**src/rtl/inst_fetch_pkg.sv**
```systemverilog
// Shared definitions for the instruction fetch unit and its consumers:
// FSM encoding, reset address, buffer entry layout and decode field positions.
package inst_fetch_pkg;

  localparam logic [31:0] RESET_PC_DEFAULT = 32'h0000_0000;

  // Instruction buffer geometry; only a 2-entry buffer is supported.
  localparam int FB_DEPTH = 2;
  localparam int CNT_W    = 2;
  localparam int PTR_W    = 1;

  // Field positions the decoder slices out of the fetched word.
  localparam int OP_MSB = 31;
  localparam int OP_LSB = 26;
  localparam int FN_MSB = 5;
  localparam int FN_LSB = 0;

  typedef enum logic [1:0] {
    ST_IDLE  = 2'd0,  // no request outstanding
    ST_FETCH = 2'd1,  // request raised, data will be kept
    ST_DRAIN = 2'd2   // request outstanding, data will be discarded
  } fetch_state_e;

  typedef struct packed {
    logic [31:0] pc;
    logic [31:0] inst;
  } fetch_entry_t;

  function automatic logic [31:0] word_align(input logic [31:0] addr);
    return addr & 32'hFFFF_FFFC;
  endfunction

endpackage

```
**src/rtl/fetch_buffer.sv**
```systemverilog
// Small FIFO of {pc, inst} entries between fetch and decode.
// Supports push, pop and a single-cycle flush; head entry is always visible.
module fetch_buffer
  import inst_fetch_pkg::*;
#(
  parameter int DEPTH = FB_DEPTH
) (
  input  logic               clock,
  input  logic               reset,
  input  logic               push,
  input  fetch_entry_t       push_entry,
  input  logic               pop,
  input  logic               flush,
  output logic               head_valid,
  output fetch_entry_t       head_entry,
  output logic [CNT_W-1:0]   count
);

  fetch_entry_t     mem_q [DEPTH];
  fetch_entry_t     mem_d [DEPTH];
  logic [PTR_W-1:0] rd_ptr_q, rd_ptr_d;
  logic [PTR_W-1:0] wr_ptr_q, wr_ptr_d;
  logic [CNT_W-1:0] count_q, count_d;
  logic             do_push, do_pop;

  assign do_pop  = pop && (count_q != '0);
  assign do_push = push && ((count_q != CNT_W'(DEPTH)) || do_pop);

  // NOTE: every variable gets its hold value first so no path leaves it unassigned (no latch).
  always_comb begin
    mem_d    = mem_q;
    rd_ptr_d = rd_ptr_q;
    wr_ptr_d = wr_ptr_q;
    count_d  = count_q;
    if (flush) begin
      rd_ptr_d = '0;
      wr_ptr_d = '0;
      count_d  = '0;
    end else begin
      // Pointers wrap naturally because DEPTH is a power of two.
      if (do_push) begin
        mem_d[wr_ptr_q] = push_entry;
        wr_ptr_d        = wr_ptr_q + 1'b1;
      end
      if (do_pop) begin
        rd_ptr_d = rd_ptr_q + 1'b1;
      end
      count_d = count_q + CNT_W'(do_push) - CNT_W'(do_pop);
    end
  end

  // NOTE: storage is reset too, because the head entry drives inst/inst_pc, which must read zero out of reset.
  always_ff @(posedge clock) begin
    if (reset) begin
      for (int i = 0; i < DEPTH; i++) begin
        mem_q[i] <= '0;
      end
      rd_ptr_q <= '0;
      wr_ptr_q <= '0;
      count_q  <= '0;
    end else begin
      mem_q    <= mem_d;
      rd_ptr_q <= rd_ptr_d;
      wr_ptr_q <= wr_ptr_d;
      count_q  <= count_d;
    end
  end

  assign head_valid = (count_q != '0);
  assign head_entry = mem_q[rd_ptr_q];
  assign count      = count_q;

endmodule

```
**src/rtl/inst_fetch.sv**
```systemverilog
// Instruction fetch unit: single-outstanding memory request FSM feeding a
// 2-entry instruction buffer, with redirect flush and in-flight data discard.
module inst_fetch
  import inst_fetch_pkg::*;
#(
  parameter logic [31:0] RESET_PC = RESET_PC_DEFAULT,
  parameter int          DEPTH    = FB_DEPTH
) (
  input  logic        clock,
  input  logic        reset,
  output logic        imem_req,
  output logic [31:0] imem_addr,
  input  logic        imem_ack,
  input  logic [31:0] imem_rdata,
  input  logic        redirect,
  input  logic [31:0] redirect_pc,
  output logic        inst_valid,
  output logic [31:0] inst,
  output logic [31:0] inst_pc,
  input  logic        inst_ready
);

  fetch_state_e     state_q, state_d;
  logic [31:0]      pc_q, pc_d;      // next address to request
  logic [31:0]      addr_q, addr_d;  // address currently presented to memory
  logic [31:0]      target;
  logic             push, pop, has_space;
  logic [CNT_W-1:0] count, count_after;
  fetch_entry_t     push_entry, head_entry;

  assign imem_req   = (state_q != ST_IDLE);
  assign imem_addr  = addr_q;
  assign target     = word_align(redirect_pc);

  // A redirect kills both the word arriving this cycle and any pop by decode.
  assign push       = imem_req && imem_ack && (state_q == ST_FETCH) && !redirect;
  assign pop        = inst_valid && inst_ready && !redirect;
  assign push_entry = '{pc: addr_q, inst: imem_rdata};

  always_comb begin
    count_after = '0;
    if (!redirect) begin
      count_after = count + CNT_W'(push) - CNT_W'(pop);
    end
  end

  // Room for another request once this cycle's push/pop have landed.
  assign has_space = (count_after < CNT_W'(DEPTH));

  always_comb begin
    state_d = state_q;
    pc_d    = pc_q;
    addr_d  = addr_q;
    unique case (state_q)
      ST_IDLE: begin
        if (redirect) begin
          pc_d    = target;
          addr_d  = target;
          state_d = ST_FETCH;
        end else if (has_space) begin
          addr_d  = pc_q;
          state_d = ST_FETCH;
        end
      end
      ST_FETCH: begin
        if (redirect) begin
          pc_d = target;
          if (imem_ack) begin
            addr_d = target;
          end else begin
            state_d = ST_DRAIN;
          end
        end else if (imem_ack) begin
          pc_d   = addr_q + 32'd4;
          addr_d = addr_q + 32'd4;
          if (!has_space) begin
            state_d = ST_IDLE;
          end
        end
      end
      ST_DRAIN: begin
        if (redirect) begin
          pc_d = target;
        end
        if (imem_ack) begin
          addr_d  = redirect ? target : pc_q;
          state_d = has_space ? ST_FETCH : ST_IDLE;
        end
      end
      default: begin
        state_d = ST_IDLE;
      end
    endcase
  end

  // NOTE: state registers use non-blocking assignment so all flops update from pre-edge values.
  always_ff @(posedge clock) begin
    if (reset) begin
      state_q <= ST_IDLE;
      pc_q    <= word_align(RESET_PC);
      addr_q  <= '0;
    end else begin
      state_q <= state_d;
      pc_q    <= pc_d;
      addr_q  <= addr_d;
    end
  end

  fetch_buffer #(
    .DEPTH (DEPTH)
  ) u_buffer (
    .clock      (clock),
    .reset      (reset),
    .push       (push),
    .push_entry (push_entry),
    .pop        (pop),
    .flush      (redirect),
    .head_valid (inst_valid),
    .head_entry (head_entry),
    .count      (count)
  );

  assign inst    = head_entry.inst;
  assign inst_pc = head_entry.pc;

endmodule

```
**config.mk**
```make
export PLATFORM = sky130hd
export DESIGN_NAME = inst_fetch
export DESIGN_NICKNAME = d
export VERILOG_FILES = /design/src/rtl/inst_fetch_pkg.sv /design/src/rtl/fetch_buffer.sv /design/src/rtl/inst_fetch.sv
export SDC_FILE = /design/constraint.sdc
export NUM_CORES = 1
export LEC_CHECK = 0
export CAP_MARGIN = 30
export CORE_UTILIZATION = 39
export CTS_BUF_LIST = sky130_fd_sc_hd__clkbuf_16
export DETAILED_ROUTE_END_ITERATION = 6
export PLACE_DENSITY = 0.7
export SYNTH_ARGS = -nofsm -noshare
export SYNTH_HDL_FRONTEND = slang
export SYNTH_SLANG_ARGS = --single-unit
```
**constraint.sdc**
```tcl
create_clock -name clock -period 4.5 [get_ports clock]
set_input_delay 0.9 -clock clock [delete_from_list [all_inputs] [get_ports clock]]
set_output_delay 0.9 -clock clock [all_outputs]
set_load 0.05 [all_outputs]
```
---- Yosys cells after proc, flatten, opt, wreduce, memory -nomap -nowiden ----
Index checks and enable logic that the tools add are counted.
storage, ports and cells
  register bits ........................... 198
  bits of input ports ..................... 69
  output and inout port bits .............. 98
  logic and storage cells ................. 80
operators by class
  add/sub/neg operators ................... 7
  order comparisons ....................... 4
  eq/ne operators ......................... 9
  multiplexer cells ....................... 26
  bitwise gates (word level) .............. 3
  reduce and logical (&&, ||, !) cells .... 21
operators by type and width
  kind                     number
  $mux W32                 8
  $mux W64                 4
  $bwmux W128              1
  $pmux W32 S3             1
  $demux W64 S1            1
  $pmux W32 S2             1
  $add A32 B3 Y32 const B  1
  $mux W2                  8
  $ne A3 B3 Y1 const B     4
  $logic_and A1 B1 Y1      8
  $ne A2 B2 Y1 const B     3
  $pmux W2 S3              1
  $reduce_bool A2 Y1       3
  $reduce_and A5 Y1        1
  $add A2 B1 Y2            2
  $ge A2 B2 Y1 const B     2
  $not A1 Y2               2
  $reduce_and A2 Y1        2
  $reduce_and A4 Y1        1
  $reduce_or A2 Y1         2
  $sub A2 B1 Y2            2
  $reduce_bool A3 Y1       1
  $add A1 B1 Y1 const B    2
  $eq A2 B1 Y1 const B     1
  other kinds (8)          8

---- Logic depth before layout (Yosys ltp) ----
  word-level depth ........................ 12
  gate-level depth with buffers ........... 12
  mapped depth without buffers ............ 9

---- Cells and area by module ----
From an unflattened synthesis, not the netlist that was laid out.
unflattened totals
  cell total of the unflattened synthesis .. 1186
  area total of the unflattened synthesis .. 10765.3 µm²
modules (own cells, without submodules)
  module        times used  cells each  area each (µm²)  sequential area each (µm²)
  fetch_buffer  1           581         6227.2           2642.5
  inst_fetch    1           605         4538.1           1321.3

---- Worst setup path after synthesis ----
Ideal clock, no wire load.
  path kind ............................... input -> register
  start ................................... input port redirect
  end ..................................... register addr_q[21] (netlist: imem_addr[21])
  library setup time ...................... 115 ps
  data arrival time ....................... 3345 ps
  required time ........................... 4385 ps
  path slack .............................. 1040 ps
  stages .................................. 12
  path buffers ............................ 6
  cell sequence ........................... buf_2 -> buf_2 -> buf_1 -> clkbuf_1 -> nor2_1 -> ha_1 -> xnor2_1 -> o311ai_1 -> buf_2 -> buf_2 -> a21oi_1 -> o21ba_1
between the ends
  word-level cells in the longest chain between the ends .. 8
  elaborated cells between the ends (all ways) .. 14
  classes of those cells .................. add/sub (2); order compare (1); eq/ne (1); mux (6); reduce/logical (4)
RTL lines
  what                                line               RTL
  from (decl)                         inst_fetch.sv:15   input logic redirect,
  $logic_not A1 Y1                    --
  $logic_and A1 B1 Y1                 inst_fetch.sv:36   assign push = imem_req && imem_ack && (state_q == ST_FETCH) && !redirect;
  $add A2 B1 Y2                       inst_fetch.sv:43   count_after = count + CNT_W'(push) - CNT_W'(pop);
  $sub A2 B1 Y2                       inst_fetch.sv:43
  $mux W2                             inst_fetch.sv:42   if (!redirect) begin
  $lt A2 B2 Y1                        inst_fetch.sv:48   assign has_space = (count_after < CNT_W'(DEPTH));
  $ne A3 B3 Y1 (no source line)       --
  $reduce_and A4 Y1 (no source line)  --
  to (signal assigned)                inst_fetch.sv:105  addr_q <= addr_d;
  to (decl)                           inst_fetch.sv:25   logic [31:0] addr_q, addr_d;
Several ways; a longest one is shown, not always the timed one. The select of a mux whose other input is x is not followed.
A chain may end at the register's enable or synchronous reset.

---- Worst setup path in the final report ----
  start ................................... register state_q[1]
  end ..................................... output port imem_req
between the ends
  word-level cells in the longest chain between the ends .. 1
RTL lines
  what                    line               RTL
  from (decl)             inst_fetch.sv:23   fetch_state_e state_q, state_d;
  from (signal assigned)  inst_fetch.sv:103  state_q <= state_d;
  $reduce_bool A2 Y1      inst_fetch.sv:31   assign imem_req = (state_q != ST_IDLE);
  to (decl)               inst_fetch.sv:11   output logic imem_req,
Every way passes these cells.

==> qor.yml <==
dieArea_um2: 26000
whs_path_depth: 2
setup_viol: 0
post_cts_buffers: 0
cts_tree: "done"
synth_compound_area_share_pct: 20.66
dieHeight_um: 161.2
cts_resized: 0
synth_xor_area_share_pct: 2.480
peakVddDrop_mv: 0.2067
critical_path.top_delay_family: "flip-flops"
via_per_inst: 5.578
boundaryPins: 167
hold_violations: 0
setup-tns-final_ns: 0
critPathCaptureType: "output port"
synthAdderAreaFrac_pct: 0.5061
cp.depth: 2
grt_pass1_wl_um: 46650
cts_max_path_buffers: 2
hp-class: "register to register"
cts-root-buf: "clkbuf_16"
slowest_delay_ns: 0.90
synth_nets: 1335
cts.clk_slew.worst_paths_ns: 0.08
ant_nets: 0
drt-initial-drc-count: 1085
coreArea_um2: 24600
drcViolationCount: 0
synth-simple-area-share_pct: 21.97
maxCapViolations: 0
post-dp-hpwl_um: 19350
async_flop_share_pct: 0
synth_ff_type: "dfxtp_1"
synth.most_common_cell: "nand2_1"
numCtsBuffers: 17
fill_cells: 2363
cts_sinks: 198
synth-seq-cells: 198
cp-start-kind: "register"
min_period_ns: 3.357
wl_per_cell_um: 17.64
slew_violations: 0
switching_share_pct: 30.44
vias: 9415
path_buf_inv: 1
netlist_area_um2: 9888
drive_above_1_share_pct: 10.04
synth_top_family_by_area: "simple AND/OR/NAND/NOR gates"
cp_max_fo: 24
critPathArrivalTime_ns: 2.46
clock_latency_ns: 0.43
fin_nets: 1425
pwr_density_cell_nw_per_um2: 327.8
rows: 57
switchingPower_mw: 1.218
fmax_mhz: 297.9
synth.area.top_cells: "dfxtp_1 40%, nand2_1 12%, a21oi_1 9.5%, mux2_2 7.3%, clkbuf_1 2.8%"
htreeDepth: 4
grt_pass1_vias: 8750
grt_overflow: 0
p_comb_share_pct: 17.1
synth_top_area_share_pct: 40.09
n_antenna_cell: 0
synth.distinct_cells: 74
synth_edf_count: 0
synth.area.mux_share_pct: 8.807
holdWs_ns: 0.4502
port_buffers: 164
critPathKind: "register to output port"
syn2layout_area_growth_pct: 23.42
ys.warnings.count: 0
place_congestion: 0.8360
synth-seq-area-share_pct: 40.09
p_int_mw: 2.783
status: "finished clean"
avgSynthCellArea_um2: 7.835
rsz0062_at_grt: "false"
cp_cell_sequence: "or2_2, clkdlybuf4s50_1"
grt_usage_pct: 22.40
clock-skew-final_ns: 0.01622
antenna_found_initial: 0
tightest_slew_ns: 0.9558
worstRegToRegCells: 7
firstDrtPassIters: 5
initial_utilization_pct: 40.19
die_w_um: 161.2
clockPowerShare_pct: 34.6
cp.required_ns: 3.60
yosys.area.top_type: "dfxtp_1"
wl_um: 29770
pwr-share-seq_pct: 48.3
grt_max_degree: 92
power.leakage_nw: 4.212
synthCells: 1262
slew-limit-headroom_pct: 36.28
cts_hold_buf: 0
yosys-top-cells-count: "307 x nand2_1, 198 x dfxtp_1, 187 x a21oi_1, 73 x clkbuf_1, 64 x mux2_2"
post-route-period-util_pct: 74.60
crit_path_top_delay_cell: "dfxtp_1"
## path summary, 6_finish.rpt
check                                   startpoint             endpoint  slack [ns]
worst max register to register          state_q[0]  u_buffer.mem_q[102]        1.57
worst max-delay path                    state_q[1]             imem_req        1.14
worst min register to register  u_buffer.mem_q[86]   u_buffer.mem_q[86]        0.45
worst min-delay path            u_buffer.mem_q[86]   u_buffer.mem_q[86]        0.45
## metal layers
metal	up-vias	share of wire, %	global-route usage, %
met1	4453	46	30.62
met2	358	46	35.89
met4	0	1.2	6.432
met5	-	0	0
li1	4572	-	-
met3	32	7.0	4.109
## cell families after synthesis
| family | after synthesis |
|---|---|
| buf+inv | 128 |
| compound gates | 339 |
| xor+xnor | 28 |
| flops | 198 |
| mux | 79 |
| simple gates | 486 |
| fa+ha+maj | 4 |
## per-stage QoR
step	instance area (um2)	worst slack [ns]	cells	util (%)	total power, mW
2_1_floorplan	9888	1.040	1262	-	2.386
3_3_place_gp	11690	0.9396	1657	47.51	2.636
3_5_place_dp	11690	0.8999	1657	47.51	2.644
4_1_cts	12200	1.106	1688	49.60	4.022
5_1_grt	12200	1.059	1688	49.60	4.155
6_report	12200	1.143	1688	49.60	4.000
## worst min-delay path, cell delays in order, from the launching register on
cell	delay (ns)
dfxtp_1	0.31
nand2_1	0.05
a21oi_1	0.05
## flip-flops by register name, summed over array words and instances, names as in the netlist
name / cells
u_buffer.wr_ptr_q: 1
pc_q: 32
u_buffer.mem_q: 128
u_buffer.count: 2
imem_addr: 32
u_buffer.rd_ptr_q: 1
state_q: 2
## layout by cell type (no fill, tap or decap), drive strengths merged, types with 16 or more instances in the layout
master and count:
nand2 307, dfxtp 198, a21oi 188, clkdlybuf4s50 162, mux2 64, nor2 61
o21ai 37, nand3 28, buf 22, o22ai 20, nand2b 19, xnor2 18
clkbuf 17, inv 17, nand4 16
## power by group through the flow
stage          Clock (mW)  Combinational, mW  Sequential [mW]
2_1_floorplan           0              0.400             1.99
3_3_place_gp            0              0.672             1.96
3_5_place_dp            0              0.677             1.97
4_1_cts              1.42              0.680             1.93
5_1_grt              1.49              0.729             1.94
6_report             1.39              0.684             1.93
## layout make-up
cell class | instances | area, um2 | area share [%]
clock buffers | 17 | 425.4 | 3.486
clock inverters | 14 | 88.84 | 0.7279
inverters | 15 | 56.30 | 0.4613
multi-input cells | 936 | 5413 | 44.35
flip-flops and latches | 198 | 3965 | 32.49
well taps | 324 | 405.4 | 3.322
repair buffers | 184 | 1851 | 15.16
(Power assumes the default switching activity.)
